===== src/rtl/traffic_monitor.sv =====
// Passive protocol monitor for the RED->GREEN->YELLOW light bus. It checks phase order, dwell time and code 11.
// Define TRAFFIC_MON_STATS_EN to build the cycles_done / err_count statistics counters.
module traffic_monitor #(
    parameter int unsigned RED_CYCLES    = 10,
    parameter int unsigned GREEN_CYCLES  = 10,
    parameter int unsigned YELLOW_CYCLES = 3,
    parameter int unsigned TOL           = 0,
    parameter int unsigned CNT_W         = 8
) (
    input  logic        clk,
    input  logic        reset,
    input  logic [1:0]  light,
    output logic        locked,
    output logic [1:0]  cur_phase,
    output logic        err_seq,
    output logic        err_dwell,
    output logic        err_code,
    output logic        err_sticky,
    output logic [15:0] cycles_done,
    output logic [15:0] err_count
);

    localparam logic [1:0] RED     = 2'b00;
    localparam logic [1:0] GREEN   = 2'b01;
    localparam logic [1:0] YELLOW  = 2'b10;
    localparam logic [1:0] INVALID = 2'b11;

    typedef enum logic {UNLOCKED, LOCKED} state_t;

    state_t             state, state_next;
    logic [CNT_W-1:0]   dwell, dwell_next, dwell_inc;
    logic [CNT_W-1:0]   dwell_min, dwell_max;
    logic [1:0]         successor;
    logic               overrun, overrun_next;
    logic               change;
    logic               seq_next, dwell_err_next, code_next, cycle_next, any_err;

    always_comb begin
        dwell_min = '0;
        dwell_max = '0;
        successor = RED;
        case (cur_phase)
            RED: begin
                dwell_min = CNT_W'(RED_CYCLES - TOL);
                dwell_max = CNT_W'(RED_CYCLES + TOL + 1);
                successor = GREEN;
            end
            GREEN: begin
                dwell_min = CNT_W'(GREEN_CYCLES - TOL);
                dwell_max = CNT_W'(GREEN_CYCLES + TOL + 1);
                successor = YELLOW;
            end
            YELLOW: begin
                dwell_min = CNT_W'(YELLOW_CYCLES - TOL);
                dwell_max = CNT_W'(YELLOW_CYCLES + TOL + 1);
                successor = RED;
            end
            default: begin
                dwell_min = '0;
                dwell_max = '0;
                successor = RED;
            end
        endcase
    end

    always_comb begin
        state_next     = state;
        overrun_next   = overrun;
        seq_next       = 1'b0;
        dwell_err_next = 1'b0;
        code_next      = 1'b0;
        cycle_next     = 1'b0;

        change     = (light != cur_phase);
        dwell_inc  = (dwell == '1) ? dwell : dwell + 1'b1;
        dwell_next = change ? CNT_W'(1) : dwell_inc;
        if (change) begin
            overrun_next = 1'b0;
        end

        if (light == INVALID) begin
            code_next  = 1'b1;
            state_next = UNLOCKED;
        end else begin
            case (state)
                UNLOCKED: begin
                    if (change) begin
                        state_next = LOCKED;
                    end
                end
                LOCKED: begin
                    if (change) begin
                        seq_next       = (light != successor);
                        // an overrun already reported this phase suppresses the exit check
                        dwell_err_next = !overrun && (dwell < dwell_min);
                        cycle_next     = (cur_phase == YELLOW) && (light == RED);
                    end else if (!overrun && (dwell_inc == dwell_max)) begin
                        dwell_err_next = 1'b1;
                        overrun_next   = 1'b1;
                    end
                end
                default: state_next = UNLOCKED;
            endcase
        end

        any_err = seq_next | dwell_err_next | code_next;
    end

    always_ff @(posedge clk or posedge reset) begin
        if (reset) begin
            state      <= UNLOCKED;
            cur_phase  <= RED;
            dwell      <= '0;
            overrun    <= 1'b0;
            err_seq    <= 1'b0;
            err_dwell  <= 1'b0;
            err_code   <= 1'b0;
            err_sticky <= 1'b0;
        end else begin
            state      <= state_next;
            cur_phase  <= light;
            dwell      <= dwell_next;
            overrun    <= overrun_next;
            err_seq    <= seq_next;
            err_dwell  <= dwell_err_next;
            err_code   <= code_next;
            err_sticky <= err_sticky | any_err;
        end
    end

    assign locked = (state == LOCKED);

`ifdef TRAFFIC_MON_STATS_EN
    always_ff @(posedge clk or posedge reset) begin
        if (reset) begin
            cycles_done <= '0;
            err_count   <= '0;
        end else begin
            if (cycle_next && (cycles_done != '1)) begin
                cycles_done <= cycles_done + 16'd1;
            end
            if (any_err && (err_count != '1)) begin
                err_count <= err_count + 16'd1;
            end
        end
    end
`else
    assign cycles_done = '0;
    assign err_count   = '0;
`endif

endmodule


===== config.mk =====
export PLATFORM = sky130hd
export DESIGN_NAME = traffic_monitor
export DESIGN_NICKNAME = d
export VERILOG_FILES = /design/src/rtl/traffic_monitor.sv
export SDC_FILE = /design/constraint.sdc
export NUM_CORES = 1
export LEC_CHECK = 0
export CAP_MARGIN = 20
export CORE_ASPECT_RATIO = 1.2
export CORE_MARGIN = 1
export CORE_UTILIZATION = 45
export DETAILED_ROUTE_END_ITERATION = 12
export GPL_ROUTABILITY_DRIVEN = 1
export GPL_TIMING_DRIVEN = 0
export PLACE_DENSITY = 0.88
export SLEW_MARGIN = 25
export SYNTH_ARGS = -nofsm -noshare
export SYNTH_HDL_FRONTEND = slang
export SYNTH_SLANG_ARGS = --single-unit

===== constraint.sdc =====
create_clock -name clk -period 2.5 [get_ports clk]
set_clock_uncertainty 0.2 [all_clocks]
set_input_delay 0.5 -clock clk [delete_from_list [all_inputs] [get_ports clk]]
set_output_delay 0.5 -clock clk [all_outputs]
set_load 0.01 [all_outputs]

==> reports/metrics.cfg, run 1 <==
[grt]
antenna_found_initial = 0
grt_pass1_wl_mm = 3.574
busiest_layer = met2
use_met2 = 0.2857
grt_start_max_net_pins = 17
grt_use_met3 = 0.02308
grt_use_total = 0.1675
grt_pass1_vias = 844
grt_overflow = 0
met1_usage = 0.1788

[yosys]
synth_commonest_cells = 33 x buf_4, 16 x dfrtp_1, 9 x nor2_1, 6 x o21ai_0, 6 x xnor2_1
yosysMostFrequentCell = buf_4
ys.warnings.count = 0
muxShareOfSynthArea = 0.008089
synth_fa_ha_area_frac = 0.03033
synth_edf_count = 0
synth-compound-area-share = 0.1163
synth_top_area_share = 0.3236
synth_top_family_by_area = simple AND/OR/NAND/NOR gates
synth-xor-area-share = 0.04247
ys_types = 44
synth_ff_type = dfrtp_1
synthArstFlopShare = 1.000
yosys.area_share.simple = 0.2447
synth.area.top_cells = dfrtp_1 32%, buf_4 20%, xnor2_1 4.2%
avgSynthCellArea_um2 = 9.593
synth_seq_cells = 16
synth_area_um2 = 1237
synth_cells = 129
synth_top_cell_by_area = dfrtp_1
ys_seq_area_frac = 0.3236

[sta]
rsz0062_at_grt = false
min_period_over_period = 0.8866
timing.setup.tns_ns = 0
slew_headroom = 0.5832
whs_ns = 0.3177
finalHoldViolations = 0
slew_violations = 0
setup_ws_ns = 0.2835
clock.fmax_mhz = 451.2
worstMarginPinSlew_ns = 0.6246
period_minus_slack_ns = 2.216
finalSetupViolCount = 0

[run]
maxCapViolCount = 0

[power_and_ir_drop]
p_leak_nw = 0.7655
power_density_nw_per_um2 = 420.7
total_power_w = 0.0006442
ir_drop_uv = 226.4

[place]
place.gp.congestion = 0.8224
pre_cts_ws_ns = 0.002924
dp_hpwl_mm = 1.735
port_buffers = 10

[finish]
area_growth_pct = 23.76
fill_cells = 216
multi_input_area_um2 = 666.9
seqCellArea_um2 = 400.4
drive_above_1_share = 0.2931
fin_nets = 182
insertedDiodeCount = 0

[drt]
firstDrtPassIters = 4
dr.first_iter.drc_count = 31
postRouteAntennaNets = 0
vias = 949
drc_errors = 0
wl_per_cell_um = 11.01
routed_wl_mm = 2.279
avgViaCountPerCell = 4.585

[min_path]
hold_depth = 2
hold_path_class = flop to flop
hold_end = err_sticky
hp-start = err_sticky

[clock_tree]
clock_path_buffers = 2
cts_buffers = 3
cts_hold_buf = 0
clkTransAtPathRegs_ns = 0.10
cts_resized = 0
cts-root-buf = clkbuf_4
clock-sinks = 16
postCtsSetupRepairBufs = 0
clock_latency_ns = 0.30
htreeDepth = 1
cts_tree = built

[floorplan]
core_um2 = 2577
io-pin-count = 43
start_util = 0.4801
die_w_um = 49.87
fp-row-count = 20
die_h_um = 59.45
die-area_um2 = 2965

[critical_path]
worst-endpoint-required_ns = 2.50
critPathBufInv = 1
slowest_stage = dfrtp_1
cp_cell_sequence = ha_1, nand4_2, or2_0, buf_2, a221o_1, nand4_2, nand3_2
reg2reg_from = dwell[1]
rrSetupSlack_ns = 0.28
critPathMaxFanout = 7
crit_path_end_kind = flop
ff2ff_path_depth = 7
r2r_end = err_sticky
crit_family = simple AND/OR/NAND/NOR gates
cp-start-kind = flop
cp.arrival_ns = 2.21
criticalPathCategory = flop to flop
slowest_delay_ns = 0.47
timing.critical_path.mode_cell = nand4_2

[run_status]
status = completed

==> cells by family after synthesis <==
group,after synthesis
other,1
AND/OR/NAND/NOR,45
multiplexers,1
buffers and inverters,38
AO/OA/AOI/OAI,19
XOR/XNOR,6
flip-flops,16
adder cells (fa/ha/maj),3
==> layout make-up <==
class	instances	share of cell area
multi-input combinational	106	0.4355
sequential	16	0.2614
buffer	36	0.1822
timing repair buffer	10	0.06536
tap	33	0.02696
clock buffer	4	0.02369
inverter	2	0.004902
==> per-layer routing <==
layer | vias to the layer above | wire [µm]
met4 | 0 | 68
li1 | 478 | -
met5 | - | 0
met1 | 432 | 977
met2 | 34 | 1122
met3 | 5 | 111
==> cell usage in the layout, fill, tap and decap left out, types with 3 or more instances in the layout <==
| cell | n |
|---|---|
| buf_4 | 33 |
| conb_1 | 32 |
| dfrtp_1 | 16 |
| clkdlybuf4s50_1 | 10 |
| nor2_1 | 9 |
| xnor2_1 | 6 |
| o21ai_0 | 6 |
| a21oi_1 | 4 |
| nand3_1 | 4 |
| nand2_1 | 4 |
| ha_1 | 3 |
| clkbuf_4 | 3 |
==> sequential cells by signal (all words and copies together), names as in the netlist <==
| signal | count |
|---|---|
| overrun | 1 |
| locked | 1 |
| err_dwell | 1 |
| cur_phase | 2 |
| err_code | 1 |
| err_sticky | 1 |
| dwell | 8 |
| err_seq | 1 |
==> report_power, final <==
group | internal (W) | switching (W)
sequential | 0.000272 | 0.0000143
combinational | 0.0000891 | 0.0000878
clock | 0.0000890 | 0.0000916
total | 0.000451 | 0.000194
==> worst reg2reg max path, stage by stage (launching register included) <==
cell     delay, ns
dfrtp_1       0.47
ha_1          0.31
nand4_2       0.18
or2_0         0.25
buf_2         0.16
a221o_1       0.33
nand4_2       0.13
nand3_2       0.08
==> metrics by stage <==
| step | instances | area [µm²] | utilization |
|---|---|---|---|
| global route | 207 | 1531 | 0.5942 |
| detailed placement | 203 | 1495 | 0.5801 |
| CTS | 207 | 1531 | 0.5942 |
| floorplan | 160 | 1354 | - |
| finish | 207 | 1531 | 0.5942 |
| global placement | 203 | 1495 | 0.5801 |
==> worst max-delay path by stage <==
stage	end	slack, ns	from	cells after the start
3_3_place_gp	err_dwell	0.03	light[1]	6
3_5_place_dp	err_sticky	0.003	light[1]	6
5_1_grt	err_sticky	0.16	dwell[1]	7
4_1_cts	err_sticky	0.29	dwell[1]	7
6_report	err_sticky	0.28	dwell[1]	7
2_1_floorplan	err_sticky	0.53	dwell[1]	7
No activity file was read; power rests on OpenSTA's default activity.
==> run 2, diff against run 1 <==
CTS_BUF_LIST = sky130_fd_sc_hd__clkbuf_16   (was unset)
HOLD_SLACK_MARGIN = 0.12   (was unset)
==> reports/metrics.cfg, run 2 (synthesis gave the netlist of run 1 again) <==
[sta]
slew_violations = 0  ; unchanged
min_period_over_period = 0.8996  ; was 0.8866
timing.setup.tns_ns = 0  ; unchanged
period_minus_slack_ns = 2.249  ; was 2.216 ns
rsz0062_at_grt = false  ; unchanged
slew_headroom = 0.5825  ; was 0.5832
clock.fmax_mhz = 444.7  ; was 451.2 MHz
finalHoldViolations = 0  ; unchanged
finalSetupViolCount = 0  ; unchanged
worstMarginPinSlew_ns = 0.6256  ; was 0.6246 ns

[critical_path]
cp.arrival_ns = 2.24  ; was 2.21 ns
rrSetupSlack_ns = 0.26  ; was 0.28 ns
cp-start-kind = input port  ; was flop
worst-endpoint-required_ns = 2.49  ; was 2.50 ns
crit_path_end_kind = flop  ; unchanged
critPathMaxFanout = 5  ; was 7
criticalPathCategory = input port to flop  ; was flop to flop

[power_and_ir_drop]
power_density_nw_per_um2 = 500.5  ; was 420.7 nW/µm²
total_power_w = 0.0007878  ; was 0.0006442 W
p_leak_nw = 0.7831  ; was 0.7655 nW
ir_drop_uv = 303.4  ; was 226.4 µV

[floorplan]
io-pin-count = 43  ; unchanged
die-area_um2 = 2965  ; unchanged
die_h_um = 59.45  ; unchanged
start_util = 0.4801  ; unchanged
die_w_um = 49.87  ; unchanged
fp-row-count = 20  ; unchanged
core_um2 = 2577  ; unchanged

[run_status]
status = completed  ; unchanged

[grt]
grt_pass1_wl_mm = 3.898  ; was 3.574 mm
grt_use_total = 0.1776  ; was 0.1675
grt_pass1_vias = 878  ; was 844
grt_start_max_net_pins = 17  ; unchanged
antenna_found_initial = 0  ; unchanged
grt_overflow = 0  ; unchanged

[finish]
largest_register_ffs = 8  ; unchanged
final_common_cell = buf_4  ; unchanged
area_growth_pct = 27.20  ; was 23.76%
fin_nets = 182  ; unchanged
mostFrequentLayoutCells = 33 x buf_4, 32 x conb_1, 16 x dfrtp_1, 10 x clkdlybuf4s50_1, 9 x nor2_1  ; unchanged
largestRegisters = dwell: 8 flops, cur_phase: 2 flops  ; unchanged
regMostFlops = dwell  ; unchanged
insertedDiodeCount = 0  ; unchanged
drive_above_1_share = 0.2874  ; was 0.2931

[drt]
drc_errors = 0  ; unchanged
wl_per_cell_um = 11.54  ; was 11.01 µm
vias = 957  ; was 949
postRouteAntennaNets = 0  ; unchanged
dr.first_iter.drc_count = 13  ; was 31
routed_wl_mm = 2.388  ; was 2.279 mm
firstDrtPassIters = 6  ; was 4
avgViaCountPerCell = 4.623  ; was 4.585

[clock_tree]
clkTransAtPathRegs_ns = 0.05  ; was 0.10 ns
postCtsSetupRepairBufs = 0  ; unchanged
clock_path_buffers = 2  ; unchanged
cts_buffers = 3  ; unchanged
cts-root-buf = clkbuf_16  ; was clkbuf_4
cts_resized = 0  ; unchanged
cts_hold_buf = 0  ; unchanged
clock_latency_ns = 0.25  ; was 0.30 ns
clock-sinks = 16  ; unchanged
cts_tree = built  ; unchanged
htreeDepth = 1  ; unchanged

[place]
place.gp.congestion = 0.8224  ; unchanged
port_buffers = 10  ; unchanged
dp_hpwl_mm = 1.735  ; unchanged

[run]
maxCapViolCount = 0  ; unchanged

[min_path]
hold_path_class = flop to flop  ; unchanged

## run 2: area by class of cell
cell class | count | area (µm²)
flip-flops and latches | 16 | 400.4
repair buffers | 10 | 100.1
fillers | 215 | 1003
well taps | 33 | 41.29
plain buffers | 36 | 279.0
multi-input cells | 106 | 666.9
clock inverters | 1 | 3.754
inverters | 2 | 7.507
clock buffers | 3 | 75.07
## run 2: worst max-delay path, cell delays in order
cell             delay (ns)
clkdlybuf4s50_1        0.48
and2_2                 0.25
or3b_1                 0.40
a2111oi_4              0.31
nand4_2                0.18
nand3_2                0.11
## run 2: report_power, final
group,internal [W],switching (W),leakage (nW)
clock,0.000213,0.000108,0.0385
sequential,0.000273,0.0000143,0.202
combinational,0.0000891,0.0000907,0.543
total,0.000575,0.000213,0.783
## run 2: worst paths after layout
path	start	to	cells after the start
min	err_sticky	err_sticky	2
max reg2reg	dwell[1]	err_sticky	7
min reg2reg	err_sticky	err_sticky	2
min in group asynchronous	reset	err_dwell	2
max	light[1]	err_sticky	6
max in group asynchronous	reset	dwell[4]	2
## run 2: layer usage
layer  wire length [µm]  vias up  global-route usage
li1                   -      475                   -
met1                970      430              0.1924
met2               1212       45              0.3243
met3                141        7             0.03333
met4                 64        0             0.09796
met5                  0        -                   0
## run 2: through the flow
step | hold WS [ns] | setup WS [ns] | std cells | area [µm²] | utilization
finish | 0.3183 | 0.2511 | 207 | 1574 | 0.6107
global route | 0.3540 | 0.1518 | 207 | 1574 | 0.6107
CTS | 0.3298 | 0.2437 | 207 | 1574 | 0.6107
detailed placement | 0.3069 | 0.002924 | 203 | 1495 | 0.5801
global placement | 0.2821 | 0.02654 | 203 | 1495 | 0.5801
floorplan | 0.2137 | 0.5319 | 160 | 1354 | -
==> run 3, diff against run 2 <==
SETUP_SLACK_MARGIN = 0.4   (was unset)
==> reports/metrics.cfg, run 3 (synthesis gave the netlist of run 1 again) <==
[run_status]
status = completed  ; unchanged

[critical_path]
critPathMaxFanout = 7  ; was 5
cp-start-kind = flop  ; was input port
rrSetupSlack_ns = 0.43  ; was 0.26 ns
ff2ff_path_depth = 6  ; was 7
r2r_end = err_sticky  ; unchanged
crit_path_end_kind = flop  ; unchanged
cp.arrival_ns = 2.05  ; was 2.24 ns
setup.worst_path.start = dwell[1]  ; was light[1]
criticalPathCategory = flop to flop  ; was input port to flop
worst-endpoint-required_ns = 2.49  ; about the same
reg2reg_from = dwell[1]  ; unchanged

[drt]
wl_per_cell_um = 11.89  ; was 11.54 µm
avgViaCountPerCell = 4.657  ; was 4.623
routed_wl_mm = 2.462  ; was 2.388 mm
drc_errors = 0  ; unchanged
firstDrtPassIters = 4  ; was 6
postRouteAntennaNets = 0  ; unchanged
vias = 964  ; was 957
dr.first_iter.drc_count = 9  ; was 13

[finish]
final_cells = 207  ; unchanged
multi_input_area_um2 = 700.7  ; was 666.9 µm²
mostFrequentLayoutCells = 33 x buf_4, 32 x conb_1, 15 x dfrtp_1, 9 x nor2_1, 8 x clkdlybuf4s50_1  ; was 33 x buf_4, 32 x conb_1, 16 x dfrtp_1, 10 x clkdlybuf4s50_1, 9 x nor2_1
largest_register_ffs = 8  ; unchanged
area_growth_pct = 29.83  ; was 27.20%
insertedDiodeCount = 0  ; unchanged
seqCellArea_um2 = 401.6  ; was 400.4 µm²
fill_cells = 211  ; was 215
final_common_cell = buf_4  ; unchanged
drive_above_1_share = 0.3103  ; was 0.2874
fin_util = 0.6233  ; was 0.6107
regMostFlops = dwell  ; unchanged
largestRegisters = dwell: 8 flops, cur_phase: 2 flops  ; unchanged
fin_nets = 182  ; unchanged

[sta]
finalHoldViolations = 0  ; unchanged
period_minus_slack_ns = 2.065  ; was 2.249 ns
worstMarginPinSlew_ns = 0.6171  ; was 0.6256 ns
whs_ns = 0.3214  ; was 0.3183 ns
slew_headroom = 0.5881  ; was 0.5825
finalSetupViolCount = 0  ; unchanged
rsz0062_at_grt = true  ; was false
slew_violations = 0  ; unchanged
timing.setup.tns_ns = 0  ; unchanged
clock.fmax_mhz = 484.2  ; was 444.7 MHz
min_period_over_period = 0.8261  ; was 0.8996

[min_path]
hp-start = err_sticky  ; unchanged
hold_depth = 2  ; unchanged
hold_end = err_sticky  ; unchanged
hold_path_class = flop to flop  ; unchanged

[grt]
grt_start_max_net_pins = 17  ; unchanged
grt_pass1_vias = 885  ; was 878
grt_use_total = 0.1799  ; was 0.1776
antenna_found_initial = 0  ; unchanged
grt_overflow = 0  ; unchanged
grt_pass1_wl_mm = 3.953  ; was 3.898 mm

[floorplan]
fp-row-count = 20  ; unchanged
die_h_um = 59.45  ; unchanged
die-area_um2 = 2965  ; unchanged
start_util = 0.4801  ; unchanged
die_w_um = 49.87  ; unchanged
io-pin-count = 43  ; unchanged
core_um2 = 2577  ; unchanged

[place]
dp_hpwl_mm = 1.735  ; unchanged
dp.cells = 203  ; unchanged
place.gp.congestion = 0.8224  ; unchanged
port_buffers = 10  ; unchanged

[power_and_ir_drop]
ir_drop_uv = 303.0  ; was 303.4 µV
power_density_nw_per_um2 = 496.9  ; was 500.5 nW/µm²
p_leak_nw = 0.7916  ; was 0.7831 nW
total_power_w = 0.0007982  ; was 0.0007878 W

[clock_tree]
postCtsSetupRepairBufs = 0  ; unchanged
htreeDepth = 1  ; unchanged
clock-sinks = 16  ; unchanged
clock_path_buffers = 2  ; unchanged
cts_buffers = 3  ; unchanged
clkTransAtPathRegs_ns = 0.05  ; about the same
cts-root-buf = clkbuf_16  ; unchanged
clock_latency_ns = 0.25  ; about the same
cts_tree = built  ; unchanged

[run]
maxCapViolCount = 0  ; unchanged

## run 3: cell types whose count changed in the layout (fill, tap and decap cells not counted), sizes merged
| cell | before | now |
|---|---|---|
| clkdlybuf4s50 | 10 | 8 |
| dlygate4sd2 | 0 | 2 |
## run 3: layout make-up
cell class | instances | share of cell area
Timing Repair Buffer | 10 | 0.06075
Clock buffer | 3 | 0.04673
Tap cell | 33 | 0.02570
Clock inverter | 1 | 0.002336
Multi-Input combinational cell | 106 | 0.4361
Inverter | 2 | 0.004673
Buffer | 36 | 0.1737
Sequential cell | 16 | 0.2500
## run 3: where the power goes
| part | switching (W) | internal [W] | total [W] | leakage [nW] |
|---|---|---|---|---|
| Clock | 0.000107 | 0.000213 | 0.000320 | 0.0385 |
| Sequential | 0.0000170 | 0.000274 | 0.000291 | 0.200 |
| Combinational | 0.0000930 | 0.0000947 | 0.000188 | 0.553 |
## run 3: routing by layer
| metal | GRT usage | share of wire | vias up | wire length (µm) |
|---|---|---|---|---|
| met2 | 0.3205 | 0.50 | 46 | 1238 |
| li1 | - | - | 478 | - |
| met3 | 0.03590 | 0.054 | 9 | 133 |
| met4 | 0.1102 | 0.033 | 0 | 82 |
| met1 | 0.1959 | 0.41 | 431 | 1007 |
| met5 | 0 | 0 | - | 0 |
## run 3: timing repair
action                                  4_1_cts  5_1_grt
endpoints found under the setup margin        3        3
pin swaps                                     1        0
resized for setup                             6        2
cloned                                        0        0
hold buffers                                  0        0
## run 3: worst max-delay path by stage
stage,end,slack [ns]
detailed placement,err_sticky,0.003
floorplan,err_sticky,0.53
global placement,err_dwell,0.03
global route,overrun,0.39
finish,err_sticky,0.43
CTS,err_sticky,0.43
## run 3: per-stage QoR
step           area [µm²]  setup slack (ns)
2_1_floorplan        1354            0.5319
3_3_place_gp         1495           0.02654
3_5_place_dp         1495          0.002924
4_1_cts              1593            0.4263
5_1_grt              1607            0.3917
6_report             1607            0.4347
## run 3: worst max-delay path, cell delays in order, from the launching register on
cell	delay, ns
dfrtp_2	0.46
ha_4	0.21
and3_4	0.16
or3_4	0.34
a2111oi_4	0.32
nand4_2	0.19
nand3_2	0.11
